===== src/rtl/snake_gfx_pkg.sv =====
// Shared types and constants for the snake sprite readers.
// Latency: n/a (declarations only).
// Backpressure: n/a.
package snake_gfx_pkg;

    localparam int SPRITE_SIZE = 16;
    localparam int COORD_W     = 10;

    typedef logic [23:0] rgb_t;

    localparam rgb_t KEY_COLOR = 24'h1a1a1c;

    // Facing of a sprite; the encoding matches the direction input of the readers.
    typedef enum logic [1:0] {
        DIR_UP    = 2'd0,
        DIR_RIGHT = 2'd1,
        DIR_DOWN  = 2'd2,
        DIR_LEFT  = 2'd3
    } dir_t;

endpackage


===== src/rtl/sprite_rotate_addr.sv =====
// Maps a local sprite (row, col) plus facing to a rotated source ROM address.
// Latency: combinational.
// Backpressure: none.
module sprite_rotate_addr
    import snake_gfx_pkg::*;
#(
    parameter int IDX_W = 4
) (
    input  logic [IDX_W-1:0]   i_row,
    input  logic [IDX_W-1:0]   i_col,
    input  dir_t               i_dir,
    output logic [2*IDX_W-1:0] o_addr
);

    // Edge-1 minus an index is a bitwise invert because the edge is a power of two.
    always_comb begin
        o_addr = {i_row, i_col};
        case (i_dir)
            DIR_UP:    o_addr = {i_row, i_col};
            DIR_RIGHT: o_addr = {~i_col, i_row};
            DIR_DOWN:  o_addr = {~i_row, ~i_col};
            DIR_LEFT:  o_addr = {i_col, ~i_row};
            default:   o_addr = {i_row, i_col};
        endcase
    end

endmodule


===== src/rtl/head_sprite_reader.sv =====
// Snake-head sprite read pipeline: scan position -> rotated ROM address -> keyed pixel.
// Latency: 2 cycles from i_pix_valid to o_valid.
// Backpressure: none, one pixel per cycle; gaps in i_pix_valid pass through as o_valid=0.
module head_sprite_reader #(
    parameter int          SPRITE_SIZE = snake_gfx_pkg::SPRITE_SIZE,
    parameter int          COORD_W     = snake_gfx_pkg::COORD_W,
    parameter logic [23:0] KEY_COLOR   = snake_gfx_pkg::KEY_COLOR
) (
    input  logic               i_clk,
    input  logic               i_rst,
    input  logic               i_frame_start,
    input  logic [COORD_W-1:0] i_head_x,
    input  logic [COORD_W-1:0] i_head_y,
    input  logic [1:0]         i_dir,
    input  logic               i_pix_valid,
    input  logic [COORD_W-1:0] i_pix_x,
    input  logic [COORD_W-1:0] i_pix_y,
    output logic [7:0]         o_rom_addr,
    input  logic [23:0]        i_rom_data,
    output logic               o_valid,
    output logic               o_hit,
    output logic [23:0]        o_rgb
);

    import snake_gfx_pkg::*;

    localparam int IDX_W = $clog2(SPRITE_SIZE);

    // Head state shadowed once per frame so the sprite never tears mid-frame.
    logic [COORD_W-1:0] head_x_q, head_x_d;
    logic [COORD_W-1:0] head_y_q, head_y_d;
    dir_t               dir_q, dir_d;

    // Stage 1: address issue.
    logic [COORD_W:0]      dx, dy;
    logic                  in_box;
    logic [2*IDX_W-1:0]    rot_addr;
    logic [2*IDX_W-1:0]    rom_addr_q, rom_addr_d;
    logic                  s1_valid_q;
    logic                  s1_in_q;

    // Stage 2: keyed pixel.
    logic                  valid_q;
    logic                  hit_q, hit_d;
    rgb_t                  rgb_q, rgb_d;

    // Next shadow state: load on frame start, otherwise hold.
    always_comb begin
        head_x_d = head_x_q;
        head_y_d = head_y_q;
        dir_d    = dir_q;
        if (i_frame_start) begin
            head_x_d = i_head_x;
            head_y_d = i_head_y;
            dir_d    = dir_t'(i_dir);
        end
    end

    // Shadow head registers; a coincident pixel still sees the old values.
    always_ff @(posedge i_clk) begin
        if (i_rst) begin
            head_x_q <= '0;
            head_y_q <= '0;
            dir_q    <= DIR_UP;
        end else begin
            head_x_q <= head_x_d;
            head_y_q <= head_y_d;
            dir_q    <= dir_d;
        end
    end

    // One extra bit keeps negative offsets distinct from large positive ones,
    // so pixels left/above the sprite or wrapped coordinates never land in-box.
    always_comb begin
        dx     = {1'b0, i_pix_x} - {1'b0, head_x_q};
        dy     = {1'b0, i_pix_y} - {1'b0, head_y_q};
        in_box = (dx[COORD_W:IDX_W] == '0) && (dy[COORD_W:IDX_W] == '0);
    end

    sprite_rotate_addr #(
        .IDX_W (IDX_W)
    ) u_rot (
        .i_row  (dy[IDX_W-1:0]),
        .i_col  (dx[IDX_W-1:0]),
        .i_dir  (dir_q),
        .o_addr (rot_addr)
    );

    // Only move the ROM address for in-box pixels to keep the ROM quiet elsewhere.
    always_comb begin
        rom_addr_d = rom_addr_q;
        if (i_pix_valid && in_box) begin
            rom_addr_d = rot_addr;
        end
    end

    // Stage 1 registers: address plus valid/in-box flags travelling with it.
    always_ff @(posedge i_clk) begin
        if (i_rst) begin
            rom_addr_q <= '0;
            s1_valid_q <= 1'b0;
            s1_in_q    <= 1'b0;
        end else begin
            rom_addr_q <= rom_addr_d;
            s1_valid_q <= i_pix_valid;
            s1_in_q    <= in_box;
        end
    end

    // Hit needs a live, in-box pixel whose colour is not the transparent key.
    always_comb begin
        hit_d = s1_valid_q && s1_in_q && (i_rom_data != KEY_COLOR);
        rgb_d = hit_d ? i_rom_data : '0;
    end

    // Stage 2 registers feeding the compositor.
    always_ff @(posedge i_clk) begin
        if (i_rst) begin
            valid_q <= 1'b0;
            hit_q   <= 1'b0;
            rgb_q   <= '0;
        end else begin
            valid_q <= s1_valid_q;
            hit_q   <= hit_d;
            rgb_q   <= rgb_d;
        end
    end

    assign o_rom_addr = rom_addr_q;
    assign o_valid    = valid_q;
    assign o_hit      = hit_q;
    assign o_rgb      = rgb_q;

endmodule

===== config.mk =====
export PLATFORM = sky130hd
export DESIGN_NAME = head_sprite_reader
export DESIGN_NICKNAME = d
export VERILOG_FILES = /design/src/rtl/snake_gfx_pkg.sv /design/src/rtl/sprite_rotate_addr.sv /design/src/rtl/head_sprite_reader.sv
export SDC_FILE = /design/constraint.sdc
export NUM_CORES = 1
export LEC_CHECK = 0
export CORE_ASPECT_RATIO = 0.8
export CORE_UTILIZATION = 40
export DETAILED_ROUTE_END_ITERATION = 7
export PLACE_DENSITY_LB_ADDON = 0.25
export SETUP_SLACK_MARGIN = 0.5
export SKIP_CTS_REPAIR_TIMING = 1
export SLEW_MARGIN = 40
export SYNTH_ARGS = -nofsm -noshare
export SYNTH_HDL_FRONTEND = slang
export SYNTH_SLANG_ARGS = --single-unit

===== constraint.sdc =====
create_clock -name i_clk -period 3.1 [get_ports i_clk]
set_input_delay 0.62 -clock i_clk [delete_from_list [all_inputs] [get_ports i_clk]]
set_output_delay 0.62 -clock i_clk [all_outputs]
set_load 0.01 [all_outputs]

Word level (Yosys, flattened, before mapping)
Cells that the tools add are included.
{ "classes": {"n_addsub": 2, "eq_ne": 4, "n_mux": 1, "reduce_logical": 8, "bitwise_logic": 3} }
{ "op_table": {"columns": ["cell", "n"], "rows": [
  ["8-bit case mux with 4 select lines", 1],
  ["24-bit by 21-bit != test with 1-bit output, second input constant", 1],
  ["10-bit by 10-bit subtractor with 11-bit output", 2],
  ["7-bit zero test", 2],
  ["4-bit inverter", 2],
  ["2-bit == test, second input constant", 2],
  ["1-bit logical AND", 4],
  ["2-bit by 1-bit == test with 1-bit output, second input constant", 1],
  ["2-bit zero test", 1],
  ["2-bit OR reduction", 1],
  ["1-bit inverter", 1]
]} }
{ "totals": {"in_bits": 70, "reg_bits": 58} }

Depth between registers and ports, before layout
Gate-level depths: netlist of run 1.
{ "logic_depth": {"depth_word": 4, "mapped_depth": 10} }

Hierarchy
Synthesis of run 1 repeated with hierarchy kept, for this count alone.
{ "hier_totals": {"cells_unflattened": 343, "hier_area_um2": 3219.3} }
{ "modules_own_cells": {"columns": ["module", "n_inst", "cells_each", "area_each_um2"], "rows": [
  ["head_sprite_reader", 1, 321, 3052.9],
  ["sprite_rotate_addr", 1, 22, 166.4]
]} }

Least setup slack after synthesis of run 1
Ideal clock, no wire load.
{ "synth_path": {"path_type": "input to register", "from": "in i_pix_y[0]", "to": "reg rom_addr_q[0] (netlist: o_rom_addr[0])", "slack_ns": 0.038, "stages": 10, "arrival_time_ns": 2.941, "n_path_buf": 0, "path_cell_list": "inv_1 ha_1 fa_1 and2b_1 o22ai_1 xnor2_1 or4b_1 a211oi_2 nand4_4 mux2_4"} }
{ "synth_via": {"elab_chain_len": 4} }
{ "synth_rtl": {"columns": ["element", "line", "source"], "rows": [
  ["start: declaration", "head_sprite_reader.sv:17", "input logic [COORD_W-1:0] i_pix_y,"],
  ["10-bit by 10-bit subtractor with 11-bit output *", "head_sprite_reader.sv:76", "dy = {1'b0, i_pix_y} - {1'b0, head_y_q};"],
  ["7-bit zero test", "head_sprite_reader.sv:77", "in_box = (dx[COORD_W:IDX_W] == '0) && (dy[COORD_W:IDX_W] == '0);"],
  ["1-bit logical AND", "head_sprite_reader.sv:77", null],
  ["1-bit logical AND", "head_sprite_reader.sv:92", "if (i_pix_valid && in_box) begin"],
  ["end signal: assignment", "head_sprite_reader.sv:104", "rom_addr_q <= rom_addr_d;"],
  ["end: declaration", "head_sprite_reader.sv:38", "logic [2*IDX_W-1:0] rom_addr_q, rom_addr_d;"]
]} }
Mark *: on every way between the ends. The rest lies on a longest branch, timed or not.
A chain may end at the register's enable or synchronous reset.

Worst setup path after layout of run 1
Ends and elaborated chain as after synthesis.

==> results of run 1 <==
cells in the final DEF, fill, tap and decap left out, types with 3 or more instances in the layout:
cell              n
nor3_1            8
o211ai_1          3
nor2b_1           5
nor3b_1           5
ha_4              6
ha_1             12
and2_1           26
buf_4            38
nor2_1           39
nor4b_1           3
xor2_1            3
o21ai_0          14
and2b_2           4
mux2i_1          24
inv_1            25
dlymetal6s2s_1    8
clkbuf_8         11
clkdlybuf4s50_1  93
nand2_1           8
mux2_2            6
o21a_1            7
and2b_1           4
a21o_1            4
dfxtp_1          58
xnor2_1           7
a21oi_1          12
how the worst max path moves through the flow:
stage	slack, ns	startpoint	endpoint	depth (start not counted)
after floorplan	0.21	i_pix_y[0]	o_rom_addr[0]$_SDFFE_PP0P_	10
final	0.09	i_pix_y[0]	o_rom_addr[0]$_SDFFE_PP0P_	12
after global routing	0.02	i_pix_y[0]	o_rom_addr[0]$_SDFFE_PP0P_	12
after CTS	-0.33	i_pix_y[0]	o_rom_addr[0]$_SDFFE_PP0P_	11
after global placement	-0.59	i_pix_y[0]	o_rom_addr[1]$_SDFFE_PP0P_	11
after detailed placement	-0.64	i_pix_y[0]	o_rom_addr[0]$_SDFFE_PP0P_	11
cell type report:
cell class	count	area share (%)
Timing Repair Buffer	142	27.3
Tap cell	105	2.66
Multi-Input combinational cell	244	40.0
Clock inverter	4	1.01
Inverter	27	2.46
Clock buffer	12	3.14
Sequential cell	58	23.5
cell usage after synthesis (all sizes together) (2+ instances only):
cell type	number	area, sq um
nor2b	5	31.3
a21oi	14	73.8
and2b	8	63.8
nor4b	3	26.3
a211oi	2	20.0
dfxtp	58	1160
nor4bb	2	20.0
xnor2	7	61.3
inv	27	101
o2111ai	2	17.5
xor2	3	26.3
nor3b	5	37.5
a21o	5	38.8
mux2i	24	240
o21ai	15	75.1
nand2b	2	12.5
a21boi	2	15.0
nor3	9	45.0
fa	2	40.0
nand4	3	33.8
clkbuf	9	33.8
nor2	39	146
ha	20	250
o211ai	3	22.5
nand2	8	30.0
o31a	3	27.5
or3	2	13.8
nand3	2	10.0
mux2	8	93.8
and2	26	163
o21a	7	52.6
cells by family (layout without fill, tap and decap cells):
family | after synthesis | in the layout | synth area share, %
xor gates and xnor gates | 10 | 10 | 2.81
muxes | 32 | 32 | 10.7
AOI/OAI and AO/OA | 60 | 60 | 13.2
and+or+nand+nor | 120 | 120 | 21.9
adders and majority gates | 22 | 22 | 9.31
buffers and inverters | 38 | 185 | 4.89
DFF | 58 | 58 | 37.2
flip-flops by register name (all words and copies together), names as in the netlist:
name,cells
o_rom_addr,8
head_x_q,10
dir_q,2
head_y_q,10
s1_valid_q,1
o_rgb,24
o_hit,1
o_valid,1
s1_in_q,1
critical path, cell delays in order:
cell and delay, ns:
buf_8 0.09, inv_12 0.03, ha_4 0.15, fa_2 0.37, and2b_2 0.24, buf_6 0.10
o22ai_2 0.06, xnor2_1 0.14, or4b_4 0.56, a211oi_4 0.27, nand4_4 0.24, mux2_4 0.35
through the flow:
step | worst slack, ns | std cells
finish | 0.0882 | 592
global route | 0.0219 | 592
CTS | -0.331 | 589
detailed placement | -0.644 | 573
global placement | -0.585 | 573
floorplan | 0.209 | 340
routing by layer:
layer	share of wire [%]	global-route usage, %	wire [microns]
met3	4.2	4.82	326
met1	49	25.6	3780
met2	47	30.8	3600
met5	0	0	0
met4	0.55	5.22	43
power by group through the flow:
| stage | registers [uW] | logic [uW] | clock network [uW] |
|---|---|---|---|
| global placement | 794 | 458 | 0 |
| CTS | 778 | 468 | 740 |
| finish | 779 | 505 | 720 |
| global route | 781 | 557 | 768 |
| floorplan | 789 | 264 | 0 |
| detailed placement | 795 | 465 | 0 |
==> results.md, run 1 <==
* VDD IR max at about 0.25 mV
* Final Core Density at roughly 66%
* Ports at 104
* Total power at about 2000 uW
* MaxCap Viol Count at 0
* Relative slew slack at between 50% and 60%
* Clock latency at the later pin of the worst-skew pair at ~0.34 ns
* DRT Pass-1 Iters at 4
* Sw Pwr at ~540 uW
* Yosys synthesis warning count at 0
* Reg2reg setup slack at ~0.15 ns
* Layout Skew at 0.0130 ns
* DR DRC count at 0
* Pwr Density at between 400 and 500 mW/mm^2
* Cts bufs inserted at 9
* Row Count at 28
* Static Leak at 0.00209 uW
* Count of final setup violators at 0
* Unrepaired setup endpoints after global routing: yes
* CTS tree: yes
* Initial Utilization at a little over two fifths
* Critical Path End Type: register
* Seq cells post-synth at just under 60
* Core area at roughly 0.0075 sq mm
* First-pass GRT wire length at around 12000 microns
* CTS root buf: clkbuf_8
* Final min period at between 3 and 4 ns
* Period utilization at approximately 100%
* RD Place Congestion at around 0.84
* Largest net degree at the start of global routing at roughly 40
* Number of diodes at 0
* Worst r2r src: head_y_q[0]$_SDFFE_PP0P_
* Critical path class: in -> reg
* Clock Sinks at 58
* Routed WL at 7750 microns
* Critical Path RT at 3.31 ns
* WP data arrival at about 3.2 ns
* Ys flop type: dfxtp_1
* Net Sw Frac at approximately 27%
* Final slew viol count at 0
* Nets at approximately 570
* Comb power frac at about a quarter
* Synth async-reset ratio at 0%
* Post-route setup TNS at 0 ns
* Final instance area at about 0.0049 sq mm
* Register area at between 0.001 and 0.0015 sq mm
* FF-to-FF path depth at 10
* Clock transition at path regs at about 0.060 ns
* Hold depth at 1
* Startpoint types: primary input
* DR vias at 2847
* Multi-input gate area at 0.00198 sq mm
* DR iter-0 viols at 66
* DRT antenna net count at 0
* H-tree depth at 3
* Syn avg cell area at 9.17 sq um
* FF-to-FF End: o_rom_addr[0]$_SDFFE_PP0P_
* Post-synthesis cell count at 340
* Vias in the first global route at about 2700
* Clk network pwr share at 35.9%
* Input/output buffers at about 100
* HP Start: s1_valid_q$_SDFF_PP0_
* Via density at about 4.8
* Hpwl dp at between 5000 and 6000 microns
* Initial antenna violation count at 0
* Die width at 101 microns
* Slew @ Worst Pin at 0.619 ns
* Max Freq at about 330 MHz
* Worst hold slack at between 0.4 and 0.5 ns
* Share of power burned in registers at just under 40%
* Final hold viol count at 0
* Die Y at between 80 and 90 microns
* Post-synthesis cell type count at 54
* Layout cells sized above 1 at 19.9%
* Die ar. at around 0.0082 sq mm
* Syn_nets at around 430
* Hold endpoint: o_valid$_SDFF_PP0_
* Number of synthesized flops with an enable pin at 0
* Status: finished clean
* Critical Path Fanout Max at 8
* GRT Util Overall at a little under a fifth
* Fillcell total at 640
* Hold crit path type: reg -> reg
* Sequential share of the synthesized area at between 30% and 40%
* Longest Clk Path Bufs at 2
* Area growth syn-to-layout at 58.4%
* Mapped Area at roughly 0.0031 sq mm
* Gr ovfl total at 0
* Post-DR wirelength/cell at ~13 microns
* P_int at ~1500 uW
* DP Area at 0.00457 sq mm
No activity file was read; power rests on OpenSTA's default activity.
==> inputs of run 2 (changes only) <==
ABC_AREA = 1   (was not set)
==> run 2 against run 1 <==
Against the previous run: count of clock-buffer cells in the layout shrank 3; synthesized area grew 13%; critical endpoint is now o_rom_addr[6]$_SDFFE_PP0P_; largest power group unchanged; combinational power rose by 16%; clock skew fell by 0.0055 ns.
==> results.md, run 2 <==
* Status: finished clean (unchanged)
* Clock latency at the later pin of the worst-skew pair at 0.34 ns (about the same)
* Commonest non-fill, non-tap cell in the layout: nand2_1 (was clkdlybuf4s50_1)
* Final slew viol count at 0 (unchanged)
* DR vias at 3495 (was 2847)
* Largest family of logic cells by synthesized area: simple AND/OR/NAND/NOR gates (unchanged)
* Sequential share of the synthesized area at 33.0% (was 37.2%)
* Die Y at 85.9 microns (was 81.0 microns)
* H-tree depth at 3 (unchanged)
* Die ar. at 0.00918 sq mm (was 0.00816 sq mm)
* Initial Utilization at 41.3% (was 41.8%)
* Area growth syn-to-layout at 42.5% (was 58.4%)
* DRT antenna net count at 0 (unchanged)
* Initial antenna violation count at 0 (unchanged)
* Post-DR wirelength/cell at 11.5 microns (was 13.1 microns)
* Hold depth at 2 (was 1)
* Hold crit path type: reg -> reg (unchanged)
* CTS root buf: clkbuf_8 (unchanged)
* Max reg flops at 24 (unchanged)
* Hold endpoint: o_valid$_SDFF_PP0_ (unchanged)
* Routed WL at 8800 microns (was 7750 microns)
* Die width at 107 microns (was 101 microns)
* Most frequent cell after synthesis: nand2_1 (was dfxtp_1)
* Critical Path End Type: register (unchanged)
* Via density at 4.57 (was 4.81)
* Syn_nets at 630 (was 432)
* DR iter-0 viols at 106 (was 66)
* Top cells by area, synth: dfxtp_1 33%, nand2_1 14%, inv_1 13% (was dfxtp_1 37%, ha_1 8.0%, mux2i_1 7.7%)
* Top cell type's share of synthesized area at 33.0% (was 37.2%)
* Hpwl dp at 6770 microns (was 5850 microns)
* Final hold viol count at 0 (unchanged)
* RD Place Congestion at 0.845 (was 0.838)
* Longest Clk Path Bufs at 2 (unchanged)
* Most frequent cells in the layout: 126 x nand2_1, 114 x inv_1, 100 x clkdlybuf4s50_1 (was 93 x clkdlybuf4s50_1, 58 x dfxtp_1, 39 x nor2_1)
* Layout Skew at 0.00746 ns (was 0.0130 ns)
* Startpoint types: primary input (unchanged)
* Post-synthesis adder-cell area fraction at 8.25% (was 9.31%)
* Ys flop type: dfxtp_1 (unchanged)
* Post-synthesis cell count at 538 (was 340)
* MaxCap Viol Count at 0 (unchanged)
* DRT Pass-1 Iters at 4 (unchanged)
* Post-route setup TNS at 0 ns (unchanged)
* Synth async-reset ratio at 0% (unchanged)
* Cts bufs inserted at 9 (unchanged)
* Critical Path RT at 3.34 ns (was 3.31 ns)
* Synth Area in Simple Gates at 34.1% (was 21.9%)
* VDD IR max at 0.244 mV (was 0.249 mV)
* Relative slew slack at 55.5% (was 58.7%)
* Syn avg cell area at 6.54 sq um (was 9.17 sq um)
* HP Start: s1_valid_q$_SDFF_PP0_ (unchanged)
* Input/output buffers at 103 (unchanged)
* Static Leak at 0.00245 uW (was 0.00209 uW)
* Number of diodes at 0 (unchanged)
* Largest net degree at the start of global routing at 41 (unchanged)
* Core area at 0.00852 sq mm (was 0.00746 sq mm)
* Nets at 740 (was 574)
* Vias in the first global route at 3231 (was 2736)
* Pwr Density at 416 mW/mm^2 (was 405 mW/mm^2)
* Clock Sinks at 58 (unchanged)
* Gr ovfl total at 0 (unchanged)
* DP Area at 0.00467 sq mm (was 0.00457 sq mm)
* Critical Path Fanout Max at 8 (unchanged)
* CTS tree: yes (unchanged)
* Row Count at 30 (was 28)
* Number of synthesized flops with an enable pin at 0 (unchanged)
* Period utilization at 79.7% (was 97.2%)
* Clock transition at path regs at 0.08 ns (was 0.06 ns)
* Final instance area at 0.00501 sq mm (was 0.00494 sq mm)
* Final min period at 2.47 ns (was 3.01 ns)
* Seq cells post-synth at 58 (unchanged)
* GRT Util Overall at 20.1% (was 19.2%)
* Worst r2r src: head_x_q[0]$_SDFFE_PP0P_ (was head_y_q[0]$_SDFFE_PP0P_)
* FF-to-FF End: o_rom_addr[6]$_SDFFE_PP0P_ (was o_rom_addr[0]$_SDFFE_PP0P_)
* First-pass GRT wire length at 14500 microns (was 12200 microns)
* FF-to-FF path depth at 15 (was 10)
* DR DRC count at 0 (unchanged)
* Unrepaired setup endpoints after global routing: no (was yes)
* Ports at 104 (unchanged)
* Critical path class: in -> reg (unchanged)
* Count of final setup violators at 0 (unchanged)
* Top cell type by total area after synthesis: dfxtp_1 (unchanged)
* Synth Area in Compound Gates at 7.79% (was 13.2%)
* Slew @ Worst Pin at 0.666 ns (was 0.619 ns)
* Mapped Area at 0.00352 sq mm (was 0.00312 sq mm)
* Mux contribution to synthesized area at 0% (was 10.7%)
* Reg2reg setup slack at 0.86 ns (was 0.15 ns)
* Max Freq at 405 MHz (was 332 MHz)
* Commonest cells post-synth: 135 x nand2_1, 118 x inv_1, 58 x dfxtp_1 (was 58 x dfxtp_1, 39 x nor2_1, 27 x inv_1)
* Post-synthesis cell type count at 29 (was 54)
* Layout cells sized above 1 at 13.0% (was 19.9%)
* WP data arrival at 2.71 ns (was 3.23 ns)
* Yosys synthesis warning count at 0 (unchanged)
* Post-synthesis xor/xnor area fraction at 2.74% (was 2.81%)
run 2: worst max path at each step:
stage / depth (start not counted) / endpoint / start
after floorplan: 15 / o_rom_addr[0]$_SDFFE_PP0P_ / i_pix_x[0]
after global placement: 16 / o_rom_addr[2]$_SDFFE_PP0P_ / i_pix_x[0]
after detailed placement: 16 / o_rom_addr[6]$_SDFFE_PP0P_ / i_pix_x[0]
after CTS: 16 / o_rom_addr[6]$_SDFFE_PP0P_ / i_pix_x[0]
after global routing: 16 / o_rom_addr[6]$_SDFFE_PP0P_ / i_pix_y[3]
final: 15 / o_rom_addr[6]$_SDFFE_PP0P_ / i_pix_x[2]
run 2: logic make-up (layout without fill, tap and decap cells):
group                      count (synthesis)  in the layout
AOI/OAI and AO/OA                         54             54
buffers and inverters                    132            247
xor gates and xnor gates                  11             11
and+or+nand+nor                          261            261
adders and majority gates                 22             22
DFF                                       58             58
run 2: area by class of cell:
cell class,instances,area [sq um]
Clock buffer,9,124
Clock inverter,7,77.6
Fill cell,833,3510
Inverter,120,450
Multi-Input combinational cell,348,1960
Sequential cell,58,1160
Tap cell,112,140
Timing Repair Buffer,111,1100
run 2: through the flow:
stage / std cells / util (%) / hold WS, ns / total power [uW] / worst slack (ns)
finish: 765 / 58.8 / 0.426 / 2080 / 0.631
global route: 765 / 58.8 / 0.455 / 2210 / 0.500
CTS: 760 / 57.1 / 0.433 / 2070 / 0.355
detailed placement: 744 / 54.8 / 0.424 / 1340 / -0.0132
global placement: 744 / 54.8 / 0.422 / 1330 / 0.0398
floorplan: 538 / - / 0.400 / 1170 / 0.701
run 2: power by group:
| part | internal, uW | total [uW] | switching (uW) |
|---|---|---|---|
| Sequential | 766 | 777 | 10.9 |
| Clock | 376 | 721 | 345 |
| Combinational | 256 | 585 | 329 |
| Total | 1400 | 2080 | 685 |
run 2: worst max-delay path, stage by stage:
cell and delay [ns]:
clkdlybuf4s50_1 0.41, ha_2 0.39, nand2_1 0.07, nand2_1 0.08
inv_2 0.04, nand2_2 0.10, nand2_2 0.07, nand2_1 0.08
nand2_1 0.08, nand2_2 0.12, nand4_1 0.14, nor2_4 0.24
nand4_1 0.12, nand2_1 0.09, nor2_1 0.05
run 2: metal layers:
layer / track usage, % / part of all wire [%] / vias to the layer above
met1: 27.2 / 48 / 1511
li1: - / - / 1871
met4: 5.60 / 1.3 / 0
met2: 31.8 / 45 / 103
met3: 4.94 / 6.4 / 10
met5: 0 / 0 / -
==> edit (config.mk and constraints of run 1) <==
The package constant `COORD_W` goes from 10 to 20.
--- a/src/rtl/snake_gfx_pkg.sv
+++ b/src/rtl/snake_gfx_pkg.sv
@@ -4,7 +4,7 @@
 package snake_gfx_pkg;
 
     localparam int SPRITE_SIZE = 16;
-    localparam int COORD_W     = 10;
+    localparam int COORD_W     = 20;
 
     typedef logic [23:0] rgb_t;
 
Ports: changed (resized i_head_x, i_head_y, i_pix_x and i_pix_y); port bits go from 104 to 144. The function was not compared with the original's and may differ.
==> edit against run 1 <==
The flow now finishes with violations (negative setup slack). Final area increased by 89%. Sequential cell count rose by 20. Worst setup slack worse by 660 ps. Area after synthesis is 74% higher. Worst hold slack improved by 2.4 ps. Wire length up 140%. Register-to-register slack got worse by 680 ps. Die area up 72%. Core utilization is 5.5 points higher. Critical path depth grew 1. Non-clock buffer count is 147 higher. First-iteration DRC count rose to 5.3 times the old value. Count of clock-buffer cells in the layout fell by 3. Total power is 79% higher. Critical endpoint is now o_rom_addr[2].
==> edit: results (changes against run 1) <==
Placement
  – Port buffer count: 143 (was 103)
  – Final HPWL DP: 13950 um (was 5849 um)
  – DP Area: 8102 um^2 (was 4573 um^2)
  – GPL Wtd Cong: 0.8877 (was 0.8384)
  – Placed Instances: 1075 (was 573)

Timing
  – Finish-stage setup viols: 9 (was 0)
  – Final Skew: 10.92 ps (was 12.99 ps)
  – Final worst slack: -569.8 ps (was 88.16 ps)
  – Final TNS setup: -4233 ps (was 0 ps)
  – Slew margin rel.: 54.06% (was 58.72%)

GRT
  – Largest net degree at the start of global routing: 31 (was 41)
  – Vias in the first global route: 5469 (was 2736)

Routing
  – Initial DRC count: 353 (was 66)
  – Avg Vias per Cell: 5.350 (was 4.809)
  – Detailed Route WL: 18760 um (was 7749 um)
  – Average wire per standard cell: 17.01 um (was 13.09 um)
  – Pre-antenna DRT Iters: 5 (was 4)

CTS
  – Root buffer cell: clkbuf_16 (was clkbuf_8)

Run status
  – Status: complete, but fails checks (was finished, final reports clean)
  – Failing checks: negative setup slack

Cells and area
  – Diodes inserted: 0 (unchanged)
  – Fraction of layout cells with a size suffix above 1: 30.39% (was 19.92%)

Pwr
  – Leakage: 4.011 nW (was 2.090 nW)
  – VDD IR max: 0.0002686 V (was 0.0002489 V)

Worst setup path
  – Crit path arrival time: 3880 ps (was 3230 ps)

Synth
  – Unique masters post-synth: 75 (was 54)
  – Syn avg cell area: 8.291 um^2 (was 9.174 um^2)
  – Synth top area cells: dfxtp_1, ha_1, mux2i_1 (unchanged)
  – Post-synthesis sequential area ratio: 28.84% (was 37.22%)
  – Syn Nets: 805 (was 432)
==> edit: changes by cell type after synthesis, moves of 9 or more <==
cell      delta
mux2i_1     +26
dfxtp_1     +20
ha_1        +20
a21o_1       +9
clkbuf_1    +12
a31oi_1     +11
a21oi_1     +18
o21ai_0     +13
nand4_1     +12
nand2_1     +12
nor2_1      +34
inv_1       +34
==> edit: area by class of cell <==
cell class / instances / area (um^2)
well taps: 175 / 219.0
inverters: 62 / 247.7
multi-input cells: 483 / 4360
fillers: 976 / 3681
clock buffers: 9 / 225.2
clock inverters: 7 / 88.84
repair buffers: 289 / 2625
flip-flops and latches: 78 / 1562
==> edit: kinds of logic (layout without fill, tap and decap cells) <==
family                   after synthesis  in the layout  share of synthesized area [%]
multiplexers                          53             53                          9.868
buffers and inverters                 92            367                          6.494
AO/OA/AOI/OAI                        156            156                          20.64
AND/OR/NAND/NOR                      213            213                          21.10
XOR/XNOR                              19             19                          3.074
adder cells (fa/ha/maj)               42             42                          9.984
flip-flops                            78             78                          28.84
==> edit: worst max-delay path, delay by kind of cell <==
kind / cells / cell delay [ps]
and+or+nand+nor: 4 / 1510
buffers and inverters: 2 / 130
adders and majority gates: 2 / 490
AOI/OAI and AO/OA: 5 / 1130
==> edit: where the power goes <==
part / leakage [nW] / total [mW] / switching (mW) / internal [mW]
Clock: 0.152 / 1.14 / 0.491 / 0.646
Combinational: 3.22 / 1.40 / 0.662 / 0.736
Sequential: 0.637 / 1.06 / 0.0240 / 1.04
Total: 4.01 / 3.59 / 1.18 / 2.42
==> edit: stage by stage <==
step / hold WS (ps) / utilization [%]
6_report: 482.3 / 71.70
3_5_place_dp: 466.0 / 62.28
4_1_cts: 477.4 / 64.69
5_1_grt: 496.2 / 71.70
2_1_floorplan: 448.7 / -
3_3_place_gp: 453.9 / 62.28
==> edit: layer usage <==
metal / global-route usage (%) / part of all wire [%] / vias to the layer above
met5: 0 / 0 / -
met4: 5.482 / 1.2 / 0
met3: 3.767 / 4.7 / 21
met2: 40.06 / 48 / 193
met1: 34.23 / 46 / 2789
li1: - / - / 2898
==> edit: final timing paths <==
check / startpoint / end / slack (ps) / cells after the start
setup reg to reg: head_y_q[0] / o_rom_addr[2] / -530 / 12
hold reg to reg: o_rom_addr[4] / o_rom_addr[4] / 480 / 2
hold / removal: o_rom_addr[4] / o_rom_addr[4] / 480 / 2
setup / recovery: i_pix_x[0] / o_rom_addr[2] / -570 / 13
